File: src/rtl/jtframe_db9_joy.sv
// Two-pad DB9 Sega/Atari joystick scanner: drives the shared select line, decodes
// 3/6-button Mega Drive pads and publishes active-high button words once per scan.
module jtframe_db9_joy #(
    parameter int SEL_DIV     = 480,
    parameter int IDLE_CYCLES = 96000
) (
    input  logic        clk,
    input  logic        rst,
    input  logic        joy1_up_i,
    input  logic        joy1_down_i,
    input  logic        joy1_left_i,
    input  logic        joy1_right_i,
    input  logic        joy1_p6_i,
    input  logic        joy1_p9_i,
    input  logic        joy2_up_i,
    input  logic        joy2_down_i,
    input  logic        joy2_left_i,
    input  logic        joy2_right_i,
    input  logic        joy2_p6_i,
    input  logic        joy2_p9_i,
    output logic        joyX_p7_o,
    output logic [11:0] joy1_o,
    output logic [11:0] joy2_o,
    output logic [1:0]  six_btn,
    output logic [1:0]  md_pad,
    output logic        frame_done
);

    localparam int MAX_CNT = (IDLE_CYCLES > SEL_DIV) ? IDLE_CYCLES : SEL_DIV;
    localparam int CW      = $clog2(MAX_CNT) + 1;

    typedef enum logic {IDLE, SCAN} state_t;

    // Pin order per pad: {p9, p6, up, down, left, right} so bits [5:0] line up with C,B,U,D,L,R.
    logic [1:0][5:0] raw, meta, sync, act;

    assign raw[0] = {joy1_p9_i, joy1_p6_i, joy1_up_i, joy1_down_i, joy1_left_i, joy1_right_i};
    assign raw[1] = {joy2_p9_i, joy2_p6_i, joy2_up_i, joy2_down_i, joy2_left_i, joy2_right_i};
    assign act    = ~sync;

    // NOTE: synchroniser flops reset to the released (high) pin level so no phantom presses appear after reset.
    always_ff @(posedge clk) begin
        if (rst) begin
            meta <= '1;
            sync <= '1;
        end else begin
            meta <= raw;
            sync <= meta;
        end
    end

    state_t           state;
    logic [CW-1:0]    cnt;
    logic [2:0]       phase;
    logic             done_pending;
    logic [1:0][11:0] sh_word;
    logic [1:0]       sh_md, sh_six;

    // NOTE: all state here uses non-blocking assignments so every register sees pre-edge values.
    always_ff @(posedge clk) begin
        if (rst) begin
            state        <= IDLE;
            cnt          <= '0;
            phase        <= '0;
            done_pending <= 1'b0;
            joyX_p7_o    <= 1'b1;
            joy1_o       <= '0;
            joy2_o       <= '0;
            six_btn      <= '0;
            md_pad       <= '0;
            frame_done   <= 1'b0;
            sh_word      <= '0;
            sh_md        <= '0;
            sh_six       <= '0;
        end else begin
            frame_done <= 1'b0;
            case (state)
                IDLE: begin
                    if (done_pending) begin
                        // Publish the whole scan at once; the idle count starts after this cycle.
                        joy1_o       <= sh_word[0];
                        joy2_o       <= sh_word[1];
                        md_pad       <= sh_md;
                        six_btn      <= sh_six & sh_md;
                        frame_done   <= 1'b1;
                        done_pending <= 1'b0;
                    end else if (cnt == CW'(IDLE_CYCLES - 1)) begin
                        state     <= SCAN;
                        cnt       <= '0;
                        phase     <= '0;
                        joyX_p7_o <= 1'b1;
                    end else begin
                        cnt <= cnt + 1'b1;
                    end
                end
                SCAN: begin
                    if (cnt == CW'(SEL_DIV - 1)) begin
                        for (int p = 0; p < 2; p++) begin
                            case (phase)
                                3'd0: sh_word[p][5:0] <= act[p];
                                3'd1: begin
                                    sh_md[p]         <= act[p][1] & act[p][0];
                                    sh_word[p][7:6]  <= (act[p][1] & act[p][0]) ? act[p][5:4] : 2'b00;
                                end
                                3'd5: sh_six[p] <= &act[p][3:0];
                                3'd6: sh_word[p][11:8] <= (sh_six[p] & sh_md[p]) ?
                                          {act[p][0], act[p][1], act[p][2], act[p][3]} : 4'b0000;
                                default: ;
                            endcase
                        end
                        cnt <= '0;
                        if (phase == 3'd7) begin
                            state        <= IDLE;
                            done_pending <= 1'b1;
                            joyX_p7_o    <= 1'b1;
                        end else begin
                            phase     <= phase + 3'd1;
                            joyX_p7_o <= phase[0];
                        end
                    end else begin
                        cnt <= cnt + 1'b1;
                    end
                end
                default: state <= IDLE;
            endcase
        end
    end

endmodule

File: config.mk
export PLATFORM = sky130hd
export DESIGN_NAME = jtframe_db9_joy
export DESIGN_NICKNAME = d
export VERILOG_FILES = /design/src/rtl/jtframe_db9_joy.sv
export SDC_FILE = /design/constraint.sdc
export NUM_CORES = 1
export LEC_CHECK = 0
export ABC_CLOCK_PERIOD_IN_PS = 6000
export BUFFER_PORTS_ARGS = -buffer_cell sky130_fd_sc_hd__buf_2
export CORE_MARGIN = 4
export CORE_UTILIZATION = 30
export CTS_CLUSTER_DIAMETER = 60
export DETAILED_ROUTE_END_ITERATION = 10
export SLEW_MARGIN = 20
export SYNTH_ARGS = -nofsm -noshare
export SYNTH_HDL_FRONTEND = slang
export SYNTH_SLANG_ARGS = --single-unit
File: constraint.sdc
create_clock -name clk -period 6 [get_ports clk]
set_input_delay 0.6 -clock clk [delete_from_list [all_inputs] [get_ports clk]]
set_output_delay 0.6 -clock clk [all_outputs]
set_load 0.02 [all_outputs]
Word-level counts from Yosys, hierarchy flattened
Cells that the tools add are included.

Output and inout port bits: 30. Logic and storage cells: 81. Bits of input ports: 14. Register bits: 105.

Mux-type cells: 27. Add/sub/neg operators: 2. Reduce and logical (&&, ||, !) cells: 12. Equality and inequality tests: 11. Bitwise gates (word level): 7.

Operators by type and width (count): $mux 18 (3); $pmux 18 s2 (1); $add 18x1->18 const B (1); $eq 18x17->1 const B (1); $eq 18x9->1 const B (1); $reduce_and 3->1 (5); $mux 3 (4); $not 12->12 (1); $reduce_and 4->1 (3); $mux 1 (11); $eq 3x3->1 const B (3); $mux 4 (2); $ne 2x2->1 const B (3); $pmux 1 s2 (3); $pmux 3 s2 (1); $and 1x1->1 (4); $mux 2 (2); $ne 2x1->1 const B (2); $reduce_and 2->1 (2); $add 3x1->3 const B (1); $eq 3x1->1 const B (1); $logic_not 3->1 (1); $and 2x2->2 (1); $reduce_or 2->1 (1); $not 1->1 (1).

Logic depth before layout (Yosys ltp)
Gate-level depths: netlist of the first run.

Word-level depth: 4. Depth in mapped cells: 9.

Least setup slack after synthesis of the first run
No wires, ideal clock.

Kind: reg-to-reg. From: register cnt[5]. To: register sh_word[0] in the netlist's numbering. Path buffers: 2. Cell stages (with the launch flop): 8. Setup slack: 3.774 ns. Data required time: 5.872 ns. Arrival time: 2.098 ns. Period minus slack after synthesis: 2.226 ns. Library setup time: 0.128 ns. Cell sequence: dfxtp_1 or4b_1 or4_1 buf_6 nor4_4 buf_6 mux2i_1 nor2_1.

Longest elaborated chain between the ends: 2.

RTL lines: start: declaration (line 53) `logic [CW-1:0] cnt;`; start signal: assignment (line 93) `cnt <= cnt + 1'b1;`; start signal: assignment (line 121) `cnt <= cnt + 1'b1;`; $eq 18x9->1 (line 97) `if (cnt == CW'(SEL_DIV - 1)) begin`; $reduce_and 3->1 (no line); end signal: indexed assignment (line 100) `3'd0: sh_word[p][5:0] <= act[p];`; end signal: indexed assignment (line 103) `sh_word[p][7:6] <= (act[p][1] & act[p][0]) ? act[p][5:4] : 2'b00;`; end signal: indexed assignment (line 106) `3'd6: sh_word[p][11:8] <= (sh_six[p] & sh_md[p]) ?`; end: declaration (line 56) `logic [1:0][11:0] sh_word;`.

Every way passes these cells. A chain may end at the register's enable or synchronous reset.

Final worst setup path of the first run
From: register cnt[5]. To: register sh_word[12] in the netlist's numbering.

The elaborated chain is that of the path after synthesis.

==> metrics.yaml, run 1 <==
status: "completed"
gp_congestion: 0.8191
drc: 0
finalHoldViolations: 0
dp_hpwl_um: 5312
p_clk_frac: 0.440
initial_core_util: 0.3045
grt_pass1_wl_um: 12630
syn_avg_cell_area_um2: 9.046
power_frac_seq: 0.540
ir_drop_uv: 115.6
syn_inst: 444
clk_path_buf_depth: 2
crit_path_top_delay_cell: "nor4_4"
die_h_um: 123.7
drt-pass1-iter-count: 4
syn_nets: 464
clkTransAtPathRegs_ps: 80
cts.sinks: 105
num_vias: 2911
antenna_found_initial: 0
ys_warn_count: 0
ant_nets: 0
crit_arrival_ps: 3110
slew_headroom: 0.2832
holdCritPathClass: "flip-flop to flip-flop"
worstPathMaxFanout: 12
pre_cts_ws_ps: 3078
fin_skew_ps: 11.68
p_int_uw: 1014
cpPeakStageDelay_ps: 940
period_minus_slack_ps: 2907
post_cts_buffers: 0
leakage_uw: 0.001736
switchingPower_uw: 303.2
drt-total-wl_um: 7621
synth_top_flop_cell: "dfxtp_1"
synth-edff-count: 0
finalMaxSlewViolations: 0
grt_overflow: 0
num_rows: 42
crit_chain: "or4b_1 > or4_1 > nor4_4 > mux2i_1 > nor2_1"
htree_levels: 3
setup.worst_path.end_class: "flip-flop"
p_comb_frac: 0.021
io_buffers: 43
groute.usage.overall: 0.1034
netlist_area_um2: 4016
worstPathRequired_ps: 6200
die_area_um2: 15300
ctsHoldBuffers: 0
layout-drive-gt1-share: 0.1971
finalSetupViolCount: 0
p_sw_frac: 0.2302
async_flop_share: 0
cts.repair.resized: 0
start_kind: "flip-flop"
finalCritPeriodShare: 0.4845
vias_per_cell: 4.424
diodes: 0
worstSetupPathType: "flip-flop to flip-flop"
drtIter0Drc: 200
ys_types: 36
cts_root_buffer: "clkbuf_16"
grt_pass1_vias: 2687
die_w_um: 123.7
seq_area_frac_synth: 0.5234
cts_tree: "yes"
numCtsBuffers: 9
core_um2: 13190
post_drt_wl_per_cell_um: 11.58
max_freq_mhz: 344.0
nNetsFinal: 497
area_growth_pct: 16.39
tns_ps: 0
worstMarginPinSlew_ps: 1067
clkLatencyLatePin_ps: 340
setup_ws_ps: 3093
rsz0062_at_grt: "false"
ys_ff_latch: 105
powerDensity_nw_per_um2: 281.8
grt_max_degree: 89
drv_cap: 0
io_pins: 44
[synth_stat cells, types with 10 or more instances]
master,n,share of area
dfxtp_1,105,0.52
nand2_1,69,0.064
nor2_1,65,0.061
a21oi_1,33,0.041
mux2i_1,27,0.067
or2_2,26,0.040
inv_1,20,0.019
clkbuf_1,19,0.018
xnor2_1,15,0.033
nor3_1,10,0.012
[final cells by class]
type	instances	area, um2
inverter	20	75.07
multi-input combinational	296	1743
sequential	105	2102
clock inverter	7	78.83
timing repair buffer	45	230.2
clock buffer	9	225.2
fill	1340	8516
tap	176	220.2
[stage by stage]
step	std cells	power, uW	util	hold WS [ps]	instance area, um2
floorplan	444	746.0	-	389.5	4016
global placement	642	754.7	0.3310	396.7	4365
detailed placement	642	755.5	0.3310	394.1	4365
CTS	658	1336	0.3540	411.6	4669
global route	658	1366	0.3544	424.5	4674
finish	658	1317	0.3544	408.7	4674
[layer usage]
metal,global-route usage,part of all wire,vias to the layer above
li1,-,-,1510
met1,0.1420,0.50,1350
met2,0.1599,0.45,41
met3,0.02089,0.032,10
met4,0.03945,0.017,0
met5,0,0,-
[registers in the layout, summed over array words and instances, names as in the netlist, 3 cells and up]
name	flops
sh_word	24
cnt	18
joy1_o	12
joy2_o	12
meta	12
sync	12
phase	3
[power groups by stage]
stage / clock (uW) / combinational (uW) / sequential (uW)
2_1_floorplan: 0 / 20.4 / 726
3_3_place_gp: 0 / 27.3 / 727
3_5_place_dp: 0 / 27.9 / 728
4_1_cts: 597 / 28.0 / 711
5_1_grt: 622 / 31.1 / 712
6_report: 579 / 27.2 / 711
[worst max-delay path: cells and delay by family, from the launching register on]
family / cells / cell delay (ps)
mux: 1 / 280
simple gates: 4 / 2150
flops: 1 / 340
[kinds of logic (layout without fill, tap and decap cells)]
logic type               Yosys count  in the layout  share of synthesized area
flip-flops                       105            105                     0.5234
adder cells (fa/ha/maj)            6              6                    0.01869
multiplexers                      28             28                    0.07009
XOR/XNOR                          17             17                    0.03707
buffers and inverters             43             81                    0.04455
AND/OR/NAND/NOR                  207            207                     0.2527
AO/OA/AOI/OAI                     38             38                    0.05359
[cells in the final DEF, fill, tap and decap left out, drive strengths merged, types with 2 or more instances in the layout]
master,instances
a21oi,33
a22o,2
and3,2
buf,45
clkbuf,9
clkinv,3
dfxtp,105
ha,6
inv,24
mux2i,27
nand2,69
nand2b,4
nand3,5
nand4,6
nor2,65
nor3,11
nor4,8
nor4b,2
o32ai,2
or2,26
or3,2
xnor2,15
xor2,2
[worst paths after layout]
path	from	slack, ps	endpoint	cells past startpoint
hold reg to reg	meta[9]	410	sync[9]	1
setup reg to reg	cnt[5]	3090	sh_word[12]	5
hold / removal	meta[9]	410	sync[9]	1
setup / recovery	cnt[5]	3090	sh_word[12]	5
Note: power is estimated with default switching activity, not from simulation.
==> inputs of run 2 (changes only) <==
--- a/config.mk
+++ b/config.mk
@@ -5,7 +5,7 @@
 export SDC_FILE = /design/constraint.sdc
 export NUM_CORES = 1
 export LEC_CHECK = 0
-export ABC_CLOCK_PERIOD_IN_PS = 6000
+export ABC_CLOCK_PERIOD_IN_PS = 2800
 export BUFFER_PORTS_ARGS = -buffer_cell sky130_fd_sc_hd__buf_2
 export CORE_MARGIN = 4
 export CORE_UTILIZATION = 30
==> constraint.sdc (replaced) <==
create_clock -name clk -period 2.8 [get_ports clk]
set_input_delay 0.28 -clock clk [delete_from_list [all_inputs] [get_ports clk]]
set_output_delay 0.28 -clock clk [all_outputs]
set_load 0.02 [all_outputs]
==> run 2 against run 1 <==
  * Final cell count rose by 0.61%
  * Die area did not move
  * Power rose by 110%
  * Clock skew fell by 7.0 ps
  * Setup slack got worse by 2800 ps
  * First-iteration DRC count fell by 18%
  * Via count rose by 0.62%
  * Worst hold slack got worse by 290 ps
  * Critical path type unchanged
  * Highest routed layer unchanged
==> metrics.yaml, run 2 (synthesized netlist as in run 1, its figures left out) <==
cts_tree: "yes"  # unchanged
cts_root_buffer: "clkbuf_16"  # unchanged
htree_levels: 3  # unchanged
period_minus_slack_ps: 2525  # was 2907 ps
grt_pass1_vias: 2819  # was 2687
groute.usage.overall: 0.1093  # was 0.1034
grt_busiest_layer: "met2"  # unchanged
cts.sinks: 105  # unchanged
largest-register: "sh_word"  # unchanged
clkLatencyLatePin_ps: 340  # about the same
rsz0062_at_grt: "false"  # unchanged
io_buffers: 43  # unchanged
fin_skew_ps: 4.691  # was 11.68 ps
ctsHoldBuffers: 0  # unchanged
cts.repair.resized: 0  # unchanged
post_cts_buffers: 0  # unchanged
grtUsageMet2: 0.1707  # was 0.1599
final_util: 0.3533  # was 0.3544
core_um2: 13190  # unchanged
grt_overflow: 0  # unchanged
drtIter0Drc: 164  # was 200
holdCritPathClass: "primary input to flip-flop"  # was flip-flop to flip-flop
drt-total-wl_um: 7987  # was 7621 um
layout_commonest_cell: "dfxtp_1"  # unchanged
reg.largest.list: "sh_word (24), cnt (18)"  # unchanged
gp_congestion: 0.8213  # was 0.8191
crit_arrival_ps: 2720  # was 3110 ps
tns_ps: 0  # unchanged
finalHoldViolations: 0  # unchanged
clkTransAtPathRegs_ps: 70  # was 80 ps
grt_max_degree: 46  # was 89
largest_register_ffs: 24  # unchanged
powerDensity_nw_per_um2: 582.3  # was 281.8 nW/um2
num_vias: 2929  # was 2911
slew_headroom: 0.4831  # was 0.2832
met1_usage: 0.1458  # was 0.1420
finalCritPeriodShare: 0.9019  # was 0.4845
worstSetupPathType: "flip-flop to flip-flop"  # unchanged
num_rows: 42  # unchanged
finalMaxSlewViolations: 0  # unchanged
nNetsFinal: 501  # was 497
setup.worst_path.end_class: "flip-flop"  # unchanged
drc: 0  # unchanged
grt_pass1_wl_um: 13260  # was 12630 um
layout-drive-gt1-share: 0.1975  # was 0.1971
die_area_um2: 15300  # unchanged
drv_cap: 0  # unchanged
initial_core_util: 0.3045  # unchanged
die_h_um: 123.7  # unchanged
ir_drop_uv: 307.4  # was 115.6 uV
post_drt_wl_per_cell_um: 12.06  # was 11.58 um
die_w_um: 123.7  # unchanged
drt-pass1-iter-count: 4  # unchanged
io_pins: 44  # unchanged
clk_path_buf_depth: 2  # unchanged
leakage_uw: 0.001732  # was 0.001736 uW
numCtsBuffers: 9  # unchanged
mostFrequentLayoutCells: "dfxtp_1 (105), nand2_1 (69), nor2_1 (65)"  # unchanged
status: "completed"  # unchanged
area_growth_pct: 16.04  # was 16.39%
worstPathRequired_ps: 3000  # was 6200 ps
vias_per_cell: 4.424  # about the same
diodes: 0  # unchanged
finalSetupViolCount: 0  # unchanged
worstMarginPinSlew_ps: 775.3  # was 1067 ps
use_met3: 0.02407  # was 0.02089
antenna_found_initial: 0  # unchanged
dp_hpwl_um: 5705  # was 5312 um
worstPathMaxFanout: 7  # was 12
max_freq_mhz: 396.0  # was 344.0 MHz
start_kind: "flip-flop"  # unchanged
ant_nets: 0  # unchanged
==> run 2: worst max-delay path, stage by stage, from the launching register on <==
cell	delay [ps]
dfxtp_1	330
or4b_1	510
or4_1	630
nor4_4	600
mux2i_1	260
nor2_1	50
==> run 2: worst paths after layout <==
| check | from | to | slack, ps | depth (start not counted) |
|---|---|---|---|---|
| setup / recovery | cnt[5] | sh_word[19] | 270 | 5 |
| setup reg to reg | cnt[5] | sh_word[19] | 270 | 5 |
| hold reg to reg | meta[4] | sync[4] | 410 | 1 |
| hold / removal | joy2_p9_i | meta[11] | 120 | 2 |
==> run 2: metrics by stage <==
stage	total power, uW	instance area, um2	std cells	worst slack, ps	hold WS (ps)
after floorplan	1599	4016	444	574.2	383.8
after global placement	1619	4395	646	347.0	396.2
after detailed placement	1621	4395	646	277.0	395.0
after CTS	2754	4661	662	271.9	103.2
after global routing	2828	4661	662	161.0	110.1
final	2714	4661	662	274.6	117.7
==> run 2: cell type report <==
class | instances | area [um2]
fillers | 1343 | 8529
flip-flops and latches | 105 | 2102
multi-input cells | 296 | 1738
repair buffers | 49 | 260.3
clock buffers | 12 | 236.5
well taps | 176 | 220.2
inverters | 20 | 75.07
clock inverters | 4 | 28.78
==> run 2: metal layers <==
metal  share of wire  vias up
met5               0        -
li1                -     1516
met2            0.46       57
met1            0.48     1349
met3           0.043        7
met4           0.015        0
==> run 2: power breakdown <==
group	switching, uW	internal, uW	leakage [uW]
combinational	34.4	25.3	0.000757
clock	523	605	0.000123
sequential	13.2	1510	0.000852
total	570	2140	0.00173
